$ cat src/rtl/alu_pipe_pkg.sv
// Shared types for the pipelined ALU: operation classes, decoded ALU operations
// and the RV32I funct3 encodings used by arithmetic and branch instructions.
package alu_pipe_pkg;

    typedef enum logic [2:0] {
        BRANCH = 3'd0,
        ARITH  = 3'd1,
        AUIPC  = 3'd2,
        JAL    = 3'd3,
        JALR   = 3'd4
    } op_t;

    typedef enum logic [3:0] {
        alu_add,
        alu_sub,
        alu_sll,
        alu_slt,
        alu_sltu,
        alu_xor,
        alu_srl,
        alu_sra,
        alu_or,
        alu_and
    } alu_ops;

    typedef enum logic [2:0] {
        beq  = 3'b000,
        bne  = 3'b001,
        blt  = 3'b100,
        bge  = 3'b101,
        bltu = 3'b110,
        bgeu = 3'b111
    } branch_funct3_t;

    typedef enum logic [2:0] {
        add  = 3'b000,
        sll  = 3'b001,
        slt  = 3'b010,
        sltu = 3'b011,
        axor = 3'b100,
        sr   = 3'b101,
        aor  = 3'b110,
        aand = 3'b111
    } arith_funct3_t;

endpackage

$ cat src/rtl/alu_pipe_if.sv
// Issue-side and CDB-side handshake bundle between the reservation station,
// the ALU pipeline and the CDB arbiter.
interface alu_pipe_if #(
    parameter int DATA_W = 32,
    parameter int TAG_W  = 4
);
    import alu_pipe_pkg::*;

    logic              issue_valid;
    logic              issue_ready;
    op_t               issue_op;
    logic [2:0]        issue_funct3;
    logic              issue_funct7;
    logic [DATA_W-1:0] issue_src1;
    logic [DATA_W-1:0] issue_src2;
    logic [TAG_W-1:0]  issue_tag;

    logic              cdb_req;
    logic              cdb_grant;
    logic [DATA_W-1:0] cdb_data;
    logic [TAG_W-1:0]  cdb_tag;
    logic              cdb_br_taken;

    modport master (
        output issue_valid, issue_op, issue_funct3, issue_funct7,
               issue_src1, issue_src2, issue_tag, cdb_grant,
        input  issue_ready, cdb_req, cdb_data, cdb_tag, cdb_br_taken
    );

    modport slave (
        input  issue_valid, issue_op, issue_funct3, issue_funct7,
               issue_src1, issue_src2, issue_tag, cdb_grant,
        output issue_ready, cdb_req, cdb_data, cdb_tag, cdb_br_taken
    );

endinterface

$ cat src/rtl/alu_pipe_alu_core.sv
// Combinational decode and compute for one ALU operation: arithmetic, shifts,
// logic, set-less-than and branch compares.
module alu_core
    import alu_pipe_pkg::*;
#(
    parameter int DATA_W = 32
) (
    input  op_t               op_i,
    input  logic [2:0]        funct3_i,
    input  logic              funct7_i,
    input  logic [DATA_W-1:0] src1_i,
    input  logic [DATA_W-1:0] src2_i,
    output logic [DATA_W-1:0] result_o,
    output logic              brTaken_o
);
    localparam int SHW = $clog2(DATA_W);

    alu_ops          aluOp;
    logic [SHW-1:0]  shamt;
    logic            lessSigned;
    logic            lessUnsigned;
    logic            equal;

    assign shamt        = src2_i[SHW-1:0];
    assign lessSigned   = $signed(src1_i) < $signed(src2_i);
    assign lessUnsigned = src1_i < src2_i;
    assign equal        = src1_i == src2_i;

    always_comb begin
        aluOp = alu_add;
        case (arith_funct3_t'(funct3_i))
            add:  aluOp = funct7_i ? alu_sub : alu_add;
            sll:  aluOp = alu_sll;
            slt:  aluOp = alu_slt;
            sltu: aluOp = alu_sltu;
            axor: aluOp = alu_xor;
            sr:   aluOp = funct7_i ? alu_sra : alu_srl;
            aor:  aluOp = alu_or;
            aand: aluOp = alu_and;
        endcase
    end

    // Undefined branch funct3 encodings resolve to not-taken.
    always_comb begin
        brTaken_o = 1'b0;
        result_o  = src1_i + src2_i;
        case (op_i)
            BRANCH: begin
                case (branch_funct3_t'(funct3_i))
                    beq:     brTaken_o = equal;
                    bne:     brTaken_o = !equal;
                    blt:     brTaken_o = lessSigned;
                    bge:     brTaken_o = !lessSigned;
                    bltu:    brTaken_o = lessUnsigned;
                    bgeu:    brTaken_o = !lessUnsigned;
                    default: brTaken_o = 1'b0;
                endcase
                result_o = {{(DATA_W-1){1'b0}}, brTaken_o};
            end
            ARITH: begin
                case (aluOp)
                    alu_add:  result_o = src1_i + src2_i;
                    alu_sub:  result_o = src1_i - src2_i;
                    alu_sll:  result_o = src1_i << shamt;
                    alu_slt:  result_o = {{(DATA_W-1){1'b0}}, lessSigned};
                    alu_sltu: result_o = {{(DATA_W-1){1'b0}}, lessUnsigned};
                    alu_xor:  result_o = src1_i ^ src2_i;
                    alu_srl:  result_o = src1_i >> shamt;
                    alu_sra:  result_o = DATA_W'($signed(src1_i) >>> shamt);
                    alu_or:   result_o = src1_i | src2_i;
                    alu_and:  result_o = src1_i & src2_i;
                endcase
            end
            default: result_o = src1_i + src2_i;
        endcase
    end

endmodule

$ cat src/rtl/alu_pipe.sv
// Pipelined ALU functional unit: computes at issue, then carries the result
// through STAGES collapsing registers to a held CDB request.
module alu_pipe
    import alu_pipe_pkg::*;
#(
    parameter int DATA_W = 32,
    parameter int TAG_W  = 4,
    parameter int STAGES = 2
) (
    input  logic      clk,
    input  logic      rst,
    input  logic      flush,
    alu_pipe_if.slave io,
    output logic      busy
);
    typedef struct packed {
        logic              valid;
        logic              brTaken;
        logic [TAG_W-1:0]  tag;
        logic [DATA_W-1:0] data;
    } stage_t;

    stage_t            stage_q [STAGES];
    stage_t            stage_d [STAGES];
    logic [STAGES-1:0] valid;
    logic [STAGES-1:0] move;
    logic              accept;
    logic              broadcast;
    logic              issueReady;
    logic [DATA_W-1:0] coreResult;
    logic              coreBrTaken;

    alu_core #(.DATA_W(DATA_W)) u_core (
        .op_i      (io.issue_op),
        .funct3_i  (io.issue_funct3),
        .funct7_i  (io.issue_funct7),
        .src1_i    (io.issue_src1),
        .src2_i    (io.issue_src2),
        .result_o  (coreResult),
        .brTaken_o (coreBrTaken)
    );

    always_comb begin
        for (int i = 0; i < STAGES; i++) valid[i] = stage_q[i].valid;
    end

    assign broadcast  = valid[STAGES-1] && io.cdb_grant;
    assign issueReady = !valid[0] || move[0];
    assign accept     = io.issue_valid && issueReady;

    // A stage may advance if any later stage is empty or the tail is granted.
    always_comb begin : moveChain
        logic chain;
        chain = broadcast;
        move  = '0;
        for (int i = STAGES-1; i >= 0; i--) begin
            move[i] = chain;
            chain   = chain || !valid[i];
        end
    end

    always_comb begin
        stage_d = stage_q;
        for (int i = STAGES-1; i >= 1; i--) begin
            if (move[i-1] && valid[i-1]) begin
                stage_d[i] = stage_q[i-1];
            end else if (move[i]) begin
                stage_d[i].valid = 1'b0;
            end
        end
        if (accept) begin
            stage_d[0] = '{valid: 1'b1, brTaken: coreBrTaken,
                           tag: io.issue_tag, data: coreResult};
        end else if (move[0]) begin
            stage_d[0].valid = 1'b0;
        end
        // Flush kills everything, including the op accepted this cycle.
        if (flush) begin
            for (int i = 0; i < STAGES; i++) stage_d[i].valid = 1'b0;
        end
    end

    always_ff @(posedge clk) begin
        if (rst) begin
            stage_q <= '{default: '0};
        end else begin
            stage_q <= stage_d;
        end
    end

    assign io.issue_ready  = issueReady;
    assign io.cdb_req      = stage_q[STAGES-1].valid;
    assign io.cdb_data     = stage_q[STAGES-1].data;
    assign io.cdb_tag      = stage_q[STAGES-1].tag;
    assign io.cdb_br_taken = stage_q[STAGES-1].brTaken;
    assign busy            = |valid;

endmodule

$ cat src/flat_wrapper.sv
// flat-port wrapper written by rule: the top's interface ports become plain ports
module alu_pipe_flat import alu_pipe_pkg::*;
#(
    parameter int DATA_W = 32,
    parameter int TAG_W  = 4,
    parameter int STAGES = 2
)
  (clk, rst, flush, busy, io_issue_valid, io_issue_op, io_issue_funct3, io_issue_funct7, io_issue_src1, io_issue_src2, io_issue_tag, io_cdb_grant, io_issue_ready, io_cdb_req, io_cdb_data, io_cdb_tag, io_cdb_br_taken);
  alu_pipe_if #(.DATA_W(DATA_W), .TAG_W(TAG_W)) io_i ();
  input  logic clk;
  input  logic rst;
  input  logic flush;
  output logic busy;
  input wire logic [$bits(io_i.issue_valid)-1:0] io_issue_valid;
  input wire logic [$bits(io_i.issue_op)-1:0] io_issue_op;
  input wire logic [$bits(io_i.issue_funct3)-1:0] io_issue_funct3;
  input wire logic [$bits(io_i.issue_funct7)-1:0] io_issue_funct7;
  input wire logic [$bits(io_i.issue_src1)-1:0] io_issue_src1;
  input wire logic [$bits(io_i.issue_src2)-1:0] io_issue_src2;
  input wire logic [$bits(io_i.issue_tag)-1:0] io_issue_tag;
  input wire logic [$bits(io_i.cdb_grant)-1:0] io_cdb_grant;
  output wire logic [$bits(io_i.issue_ready)-1:0] io_issue_ready;
  output wire logic [$bits(io_i.cdb_req)-1:0] io_cdb_req;
  output wire logic [$bits(io_i.cdb_data)-1:0] io_cdb_data;
  output wire logic [$bits(io_i.cdb_tag)-1:0] io_cdb_tag;
  output wire logic [$bits(io_i.cdb_br_taken)-1:0] io_cdb_br_taken;
  assign io_i.issue_valid = io_issue_valid;
  assign io_i.issue_op = io_issue_op;
  assign io_i.issue_funct3 = io_issue_funct3;
  assign io_i.issue_funct7 = io_issue_funct7;
  assign io_i.issue_src1 = io_issue_src1;
  assign io_i.issue_src2 = io_issue_src2;
  assign io_i.issue_tag = io_issue_tag;
  assign io_i.cdb_grant = io_cdb_grant;
  assign io_issue_ready = io_i.issue_ready;
  assign io_cdb_req = io_i.cdb_req;
  assign io_cdb_data = io_i.cdb_data;
  assign io_cdb_tag = io_i.cdb_tag;
  assign io_cdb_br_taken = io_i.cdb_br_taken;
  alu_pipe #(.DATA_W(DATA_W), .TAG_W(TAG_W), .STAGES(STAGES)) u_core (.clk(clk), .rst(rst), .flush(flush), .io(io_i), .busy(busy));
endmodule
$ cat config.mk
export PLATFORM = sky130hd
export DESIGN_NAME = alu_pipe_flat
export DESIGN_NICKNAME = d
export VERILOG_FILES = /design/src/rtl/alu_pipe_pkg.sv /design/src/rtl/alu_pipe_if.sv /design/src/rtl/alu_pipe_alu_core.sv /design/src/rtl/alu_pipe.sv /design/src/flat_wrapper.sv
export SDC_FILE = /design/constraint.sdc
export NUM_CORES = 1
export LEC_CHECK = 0
export CAP_MARGIN = 10
export CORE_MARGIN = 3
export CORE_UTILIZATION = 45
export CTS_BUF_LIST = sky130_fd_sc_hd__clkbuf_4
export CTS_CLUSTER_SIZE = 25
export DETAILED_ROUTE_END_ITERATION = 10
export PLACE_DENSITY = 0.73
export SYNTH_ARGS = -nofsm -noshare
export SYNTH_HDL_FRONTEND = slang
export SYNTH_SLANG_ARGS = --single-unit
$ cat constraint.sdc
create_clock -name clk -period 4.95 [get_ports clk]
set_input_delay 0.99 -clock clk [delete_from_list [all_inputs] [get_ports clk]]
set_output_delay 0.99 -clock clk [all_outputs]
set_load 0.03 [all_outputs]
Yosys cells after proc, flatten, opt, wreduce, memory -nomap -nowiden
Index checks and enable logic that the tools add are counted.
Operators by class
  add/sub/neg operators: 2
  $lt $le $gt $ge: 2
  equality and inequality tests: 18
  shift operators: 3
  mux-type cells: 11
  bitwise operators: 3
  reductions and logical operators: 16
Operator list (number)
  $pmux 32 s9: 1
  $lt 32x32->1: 2
  $pmux 32 s2: 1
  $add 32x32->32: 1
  $and 32x32->32: 1
  $eq 32x32->1: 1
  $or 32x32->32: 1
  $pmux 4 s8: 1
  $shl 32x5->32: 1
  $shr 32x5->32: 1
  $sshr 32x5->32: 1
  $sub 32x32->32: 1
  $xor 32x32->32: 1
  $eq 4x3->1 const B: 4
  $eq 3x3->1 const B: 4
  $eq 4x2->1 const B: 2
  $eq 4x4->1 const B: 2
  $mux 1: 7
  $eq 3x1->1 const B: 2
  $eq 3x2->1 const B: 2
  $logic_not 3->1: 2
  $pmux 1 s6: 1
  $logic_not 1->1: 5
  $eq 4x1->1 const B: 1
  other kinds (4): 9
Storage, ports and cells
  flip-flop bits (word level): 76
  input bits: 80
  output and inout bits: 40
  word-level logic and storage cells: 63

Depth between registers and ports, before layout
Gate-level depths: netlist of run 1.
  depth in word-level cells: 5
  mapped depth: 17
  gate-level depth less buffers: 14

Modules after synthesis
From an unflattened synthesis of run 1, not the netlist that was laid out.
Second synthesis, totals
  cell total of the unflattened synthesis: 1770
  area total of the unflattened synthesis: 13175.1 um2
By module, submodules not included
  alu_core: times used 1, cells an instance 1394, area each 9749.4 um2, seq. area each 0.0 um2
  alu_pipe: times used 1, cells an instance 376, area each 3425.8 um2, seq. area each 1521.5 um2

Worst setup path after synthesis of run 1
OpenSTA, ideal clock, no wires.
  kind: input-to-reg
  from: input port io_issue_src2[2]
  to: register u_core.stage_q[38] in the netlist's numbering
  library setup time: 60 ps
  arrival: 4287 ps
  required time: 4890 ps
  setup slack: 604 ps
  stages on the path: 16
  path buffers: 4
  path through: buf_2 -> inv_2 -> buf_2 -> buf_1 -> ha_1 -> buf_2 -> nand2b_1 -> a221oi_1 -> o311ai_1 -> a311oi_2 -> o21bai_2 -> a21o_1 -> a21oi_2 -> mux2_1 -> a21oi_1 -> a221o_1
Between the ends
  cells in the longest elaborated chain, start to end: 4
  elaborated cells between the ends (all ways): 12
  those cells by class: order compare (2); eq/ne (1); shift (3); mux (3); reduce/logical (3)
Ends and longest elaborated chain
  start, declared: line flat_wrapper.sv:19  | input wire logic [$bits(io_i.issue_src2)-1:0] io_issue_src2;
  $lt 32x32->1, or another cell as far along: line alu_pipe_alu_core.sv:26  | assign lessUnsigned = src1_i < src2_i;
  $logic_not 1->1, on equally long branches: line alu_pipe_alu_core.sv:55, alu_pipe_alu_core.sv:51, alu_pipe_alu_core.sv:53
  $pmux 1 s6: line alu_pipe_alu_core.sv:49  | case (branch_funct3_t'(funct3_i))
  $pmux 32 s2 *: line alu_pipe_alu_core.sv:47  | case (op_i)
  end signal, assigned: line alu_pipe.sv:87  | stage_q <= stage_d;
  end, declared: line alu_pipe.sv:23  | stage_t stage_q [STAGES];
Mark *: on every way between the ends. The rest lies on a longest branch, timed or not.
A chain may end at the register's enable or synchronous reset.

Worst setup path in the final report of run 1
  from: input port io_issue_src1[0]
  to: register u_core.stage_q[38] in the netlist's numbering
Between the ends
  cells in the longest elaborated chain, start to end: 4
  elaborated cells between the ends (all ways): 17
  those cells by class: add/sub (2); order compare (2); eq/ne (1); shift (3); mux (3); bitwise (3); reduce/logical (3)
Ends and longest elaborated chain
  start, declared: line flat_wrapper.sv:18  | input wire logic [$bits(io_i.issue_src1)-1:0] io_issue_src1;
  $lt 32x32->1, or another cell as far along: line alu_pipe_alu_core.sv:26
  $logic_not 1->1, on equally long branches: line alu_pipe_alu_core.sv:55, alu_pipe_alu_core.sv:51, alu_pipe_alu_core.sv:53
  $pmux 1 s6: line alu_pipe_alu_core.sv:49
  $pmux 32 s2 *: line alu_pipe_alu_core.sv:47
Marks and branches as above.

==> results.md, run 1 <==
- Status: complete, no violations
- # nets final: 1,911
- Post-CTS setup buffers: 0
- Syn_nets: 1,855
- Max Cap Violations: 0
- Pin count of the biggest net entering global routing: 81
- WP data required: 5.34 ns
- Post-route setup slack: 0.626 ns
- Min Clock Period, post-route: 4.32 ns
- Vias per cell: 6.53
- Worst Tran Pin Value: around 0.91 ns
- Clock tree buffer depth: 2
- EDFF count, synth: 0
- Synthesis Warnings: 0
- Die Ht: roughly 170 µm
- Mean area per synthesized cell: ~7.2 µm²
- Vias in the first global route: between 10,000 and 15,000
- Root Driver: clkbuf_4
- Int Power: roughly 1.3 mW
- Worst-path fanout max: 5
- Mapped Area: between 0.01 and 0.015 mm²
- Fin Setup TNS: 0 ns
- Grt total ovfl: 0
- Slew Limit Fails: 0
- Worst hold path type: flop to flop
- Setup violation total in the final timing report: 0
- Flop pwr share: between 20% and 30%
- Syn Inst Count: 1,676
- Initial antenna violation count: 2
- Total power: 2.42 mW
- Crit path top cell by count: inv_1
- GR Util All Layers: 34.6%
- Routed Wire Length: 51,200 µm
- LEAKAGE: 5.35 nW
- Placer Congestion: ~1.1
- Skew-Pair Late Insertion Delay: 0.47 ns
- Global-route wire length before repair: 76,900 µm
- Number of port buffers: 119
- Asr flop ratio synth: 0%
- Pre-Repair DR Iteration Count: 8
- Tcrit/Tclk final: between 80% and 90%
- Cts hold-fix bufs: 0
- Critical path class: input pin to flop
- Startpoint Class: input pin
- Vias: 13,539
- TritonCTS clock tree: done
- Max stage delay on crit path: 0.70 ns
- Wire per inst: 24.7 µm
- Drt drc: 0
- DR iter-0 viols: 2,103
- Clk pwr share: 15.5%
- Most frequent cells in the layout: nand2_1 (209), a21oi_1 (209), nor2_1 (195), clkdlybuf4s50_1 (112), o21ai_0 (109)
- Power Density: 178 mW/mm²
- Flops & latches, synth: 76
- CTS Buf Count: 9
- Layout Cells excl Fill: between 2,000 and 2,500
- Final Skew: 0.0378 ns
- FP Rows: 59
- Ports: 120
- CTS Sinks: 76
- Final instance area: around 0.014 mm²
- Starting density of the core: 46.1%
- Maximum vdd drop: 0.128 mV
- Crit path DAT: about 4.7 ns
- Psw: about 1.1 mW
- Post-DP HPWL: 40,600 µm
- Comb pwr share: 56.9%
- Post-CTS sizing: 0
- F_max: 231 MHz
- Top_reg_cell synth: dfxtp_1
- Dpl cell area: 0.0135 mm²
- H-Tree Level Count: 3
- Yosys cell types: 87
- Slew headroom: a little under 40%
- Die area: slightly below 0.03 mm²
- Setup WS pre-CTS: 0.308 ns
- # placed instances: 2,056
- CP cell instances: clkdlybuf4s50_1, inv_1, ha_1, inv_1, fa_1, nand2b_1, a221oi_1, buf_4, o311ai_1, a311oi_2, o21bai_2, a21o_1, a21oi_2, mux2_1, a21oi_1, a221o_1
- Layout cells sized above 1: 11.7%
- Area delta synth->final: 12.6%
- Routed Antenna Nets: 0
- CP max-delay cell: o311ai_1
- Switching share of total power: 46.7%
- Worst setup EP type: flop
- RSZ-0062 raised after global routing: false
- Die W: 170 µm
- Sequential share of the synthesized area: 12.6%
- Final count of hold timing violations: 0
- Clk pin slew, worst setup/hold paths: between 0.15 and 0.2 ns
- Core area: ~0.026 mm²
-- sequential cells by signal, indices dropped and copies added, names as in the netlist --
signal and count:
u_core.io.cdb_data 32, u_core.io.cdb_req 1, u_core.stage_q 38, u_core.io.cdb_br_taken 1
u_core.io.cdb_tag 4
-- per-layer routing --
metal,global-route usage (%),share of wire [%],wire length [µm]
met1,48.5,41,21200
met2,52.6,43,22300
met3,7.25,11,5800
met4,12.6,3.9,2000
met5,0,0.023,12
-- through the flow --
step / hold slack, ns / util [%]
floorplan: 0.425 / -
global placement: 0.436 / 51.4
detailed placement: 0.440 / 51.4
CTS: 0.451 / 51.9
global route: 0.480 / 51.9
finish: 0.440 / 51.9
-- cell usage after synthesis (11+ instances only) --
cell / number / area share [%]
a211oi_1: 14 / 0.87
a21o_1: 13 / 0.81
a21oi_1: 209 / 8.7
a221oi_1: 22 / 1.6
a31oi_1: 12 / 0.62
a32oi_1: 11 / 0.80
buf_1: 14 / 0.43
buf_2: 27 / 1.1
buf_4: 42 / 2.6
clkbuf_1: 72 / 2.2
dfxtp_1: 76 / 13
ha_1: 97 / 10
inv_1: 94 / 2.9
mux2i_1: 26 / 2.2
mux4_2: 55 / 10
nand2_1: 209 / 6.5
nand3_1: 23 / 0.95
nor2_1: 196 / 6.1
nor3_1: 33 / 1.4
o211ai_1: 18 / 1.1
o21ai_0: 109 / 4.5
o21ai_1: 14 / 0.58
o21bai_1: 18 / 1.1
o221ai_1: 11 / 0.80
o22ai_1: 14 / 0.72
or3_1: 12 / 0.62
xnor2_1: 43 / 3.1
-- worst max-delay path, delay by kind of cell --
kind / cells / cell delay [ns]
compound gates: 8 / 1.78
buf+inv: 4 / 0.92
fa+ha+maj: 2 / 0.55
mux: 1 / 0.35
simple gates: 1 / 0.11
-- worst paths after layout --
check / startpoint / endpoint / slack, ns / cells after the start
worst max-delay path: io_issue_src1[0] / u_core.stage_q[38] / 0.63 / 16
worst min-delay path: u_core.stage_q[64] / u_core.io.cdb_data[26] / 0.44 / 2
worst max register to register: u_core.io.cdb_req / u_core.stage_q[65] / 2.69 / 9
worst min register to register: u_core.stage_q[64] / u_core.io.cdb_data[26] / 0.44 / 2
-- power by group through the flow --
stage | Combinational, mW | Clock (mW) | Sequential (mW)
6_report | 1.37 | 0.375 | 0.666
4_1_cts | 1.33 | 0.386 | 0.666
5_1_grt | 1.46 | 0.413 | 0.671
2_1_floorplan | 0.870 | 0 | 0.673
3_3_place_gp | 1.33 | 0 | 0.679
3_5_place_dp | 1.33 | 0 | 0.679
-- cells by family after synthesis --
family	share of synthesized area [%]
XOR/XNOR	3.41
adder cells (fa/ha/maj)	10.4
buffers and inverters	10.4
AND/OR/NAND/NOR	19.5
flip-flops	12.6
AO/OA/AOI/OAI	29.2
multiplexers	14.5
-- area by class of cell --
class | instances | area, µm²
Clock inverter | 7 | 65.1
Sequential cell | 76 | 1520
Antenna cell | 1 | 2.50
Tap cell | 335 | 419
Clock buffer | 9 | 67.6
Fill cell | 2584 | 12600
Multi-Input combinational cell | 1337 | 9310
Timing Repair Buffer | 208 | 1840
Inverter | 100 | 375
Note: power is estimated with default switching activity, not from simulation.
==> inputs of run 2 (changes only) <==
--- a/config.mk
+++ b/config.mk
@@ -6,6 +6,7 @@
 export NUM_CORES = 1
 export LEC_CHECK = 0
 export CAP_MARGIN = 10
+export CORE_ASPECT_RATIO = 1.5
 export CORE_MARGIN = 3
 export CORE_UTILIZATION = 45
 export CTS_BUF_LIST = sky130_fd_sc_hd__clkbuf_4
==> run 2 against run 1 <==
The flow now finishes with violations (DRC); non-clock buffer count fell by 4; maximum frequency rose by 3.8%; final cell count fell by 0.34%; flip-flop and latch count did not move; die area rose by 0.14%; clock skew fell by 0.011 ns; combinational power barely moved; sequential power barely moved; core utilization rose by 0.14 points; final area barely moved; routed wire length rose by 1.3%; critical path type unchanged; critical endpoint is now u_core.stage_q[61]; largest cell class unchanged; largest power group unchanged.
==> results.md, run 2 (synthesized netlist as in run 1, its figures left out) <==
- Worst Path Buf+Inv: 3 (-1)
- Status: finished, violations left
- Vias: 13,330 (-1.5%)
- Clock tree buffer depth: 2 (unchanged)
- Maximum vdd drop: 0.217 mV (+70%)
- Critical path class: input pin to flop
- Post-DP HPWL: 41,600 µm (+2.3%)
- CP cell instances: clkdlybuf4s50_1, inv_1, ha_1, inv_1, a221o_1, a21oi_1, a311oi_1, o21a_1, o311a_1, or2_1, xnor2_1, a211oi_1, o31ai_1
- Number of port buffers: 119 (unchanged)
- Worst Tran Pin Value: 1.12 ns (+0.204 ns)
- Failing checks: DRC
- Max reg flops: 38 (unchanged)
- Die area: 0.0289 mm² (+0.14%)
- Worst-path fanout max: 8 (+3)
- Post-CTS sizing: 0 (unchanged)
- Final count of hold timing violations: 0 (unchanged)
- Layout cells sized above 1: 11.5% (-0.20 points)
- Routed Antenna Nets: 0 (unchanged)
- Vias per cell: 6.45 (-1.2%)
- Worst hold path type: flop to flop
- Slew Limit Fails: 0 (unchanged)
- Power Density: 181 mW/mm² (+2.0%)
- DR iter-0 viols: 1,531 (-27%)
- Routed Wire Length: 51,900 µm (+1.3%)
- Core area: 0.0261 mm² (-0.31%)
- # nets final: 1,907 (-0.21%)
- Hold Slack: 0.459 ns (+0.0195 ns)
- Worst setup EP type: flop
- Fin Setup TNS: 0 ns (unchanged)
- Die W: 140 µm (-18%)
- CTS Buf Count: 9 (unchanged)
- Initial antenna violation count: 1 (-1)
- Global-route wire length before repair: 77,600 µm (+0.82%)
- Area delta synth->final: 12.5% (about the same)
- Die Ht: 207 µm (+22%)
- Root Driver: clkbuf_4
- Max stage delay on crit path: 0.54 ns (-0.16 ns)
- Grt total ovfl: 0 (unchanged)
- Pin count of the biggest net entering global routing: 75 (-7.4%)
- Startpoint Class: input pin
- Vias in the first global route: 12,832 (+5.2%)
- Starting density of the core: 46.3% (+0.14 points)
- GR Util All Layers: 34.6% (about the same)
- Tcrit/Tclk final: 84.2% (-3.2 points)
- Drt drc: 2 (+2)
- RSZ-0062 raised after global routing: false
- Crit path top cell by count: inv_1
- LEAKAGE: 5.34 nW (-0.16%)
- CTS Sinks: 76 (unchanged)
- Largest register by flop count: u_core.stage_q
- FP Rows: 72 (+22%)
- TritonCTS clock tree: done
- Ports: 120 (unchanged)
- Post-CTS setup buffers: 0 (unchanged)
- Min Clock Period, post-route: 4.17 ns (-0.157 ns)
- Setup violation total in the final timing report: 0 (unchanged)
- Max Cap Violations: 0 (unchanged)
- Crit path DAT: 4.48 ns (-0.24 ns)
- CP top delay family: compound AO/OA/AOI/OAI gates
- Cts hold-fix bufs: 0 (unchanged)
- Skew-Pair Late Insertion Delay: 0.43 ns (-0.04 ns)
- Most frequent cells in the layout: nand2_1 (209), a21oi_1 (209), nor2_1 (194), clkdlybuf4s50_1 (112), o21ai_0 (109)
- Wire per inst: 25.1 µm (+1.7%)
- H-Tree Level Count: 3 (unchanged)
- F_max: 240 MHz (+3.8%)
- WP data required: 5.26 ns (-0.08 ns)
- Pre-Repair DR Iteration Count: 11 (+3)
- Placer Congestion: 1.09 (+1.9%)
- Slew headroom: 25.3% (-13 points)
- Clk pin slew, worst setup/hold paths: 0.13 ns (-0.03 ns)
- CP max-delay cell: ha_1
- Final Skew: 0.0269 ns (-0.0109 ns)
==> run 2: cell count changes in the layout (fill, tap and decap cells not counted) <==
cell,before,now
nor2_1,195,194
nor2_2,1,2
inv_8,2,0
clkinv_2,0,1
bufinv_16,0,2
inv_6,2,0
buf_4,89,85
==> run 2: path summary, 6_finish.rpt <==
kind	from	endpoint	slack, ns	cells past startpoint
worst max-delay path	io_issue_src2[6]	u_core.stage_q[61]	0.78	13
worst min-delay path	u_core.stage_q[44]	u_core.stage_q[44]	0.46	2
worst max register to register	u_core.io.cdb_req	u_core.stage_q[65]	2.39	8
worst min register to register	u_core.stage_q[44]	u_core.stage_q[44]	0.46	2
==> run 2: worst min-delay path, stage by stage (launching register included) <==
cell,delay [ns]
dfxtp_1,0.33
nand2_1,0.05
o21ai_1,0.05
==> run 2: stage by stage <==
step | std cells | setup WS, ns | instance area, µm² | total power [mW] | util [%]
after floorplan | 1676 | 0.604 | 12100 | 1.54 | -
after global placement | 2050 | 0.448 | 13400 | 2.00 | 51.4
after detailed placement | 2050 | 0.357 | 13400 | 2.01 | 51.4
after CTS | 2065 | 0.826 | 13600 | 2.44 | 52.0
after global routing | 2066 | 0.575 | 13600 | 2.59 | 52.0
final | 2066 | 0.784 | 13600 | 2.46 | 52.0
==> run 2: per-layer routing <==
layer | vias up | GRT usage [%] | part of all wire, %
li1 | 6140 | - | -
met1 | 6344 | 43.7 | 40
met2 | 708 | 59.2 | 47
met3 | 138 | 3.20 | 7.4
met4 | 0 | 17.3 | 5.8
met5 | - | 0 | 0
==> run 2: cell type report <==
class                      count  area (µm²)
antenna                        1        2.50
clock buffer                   9        67.6
clock inverter                 6        90.1
fill                        2661       12500
inverter                     100         375
multi-input combinational   1337        9310
sequential                    76        1520
tap                          333         417
timing repair buffer         204        1810
==> run 2: power breakdown <==
group          total, mW  internal [mW]  switching, mW
registers          0.666          0.645         0.0208
clock network      0.425          0.203          0.222
logic               1.37          0.526          0.846
total               2.46           1.37           1.09
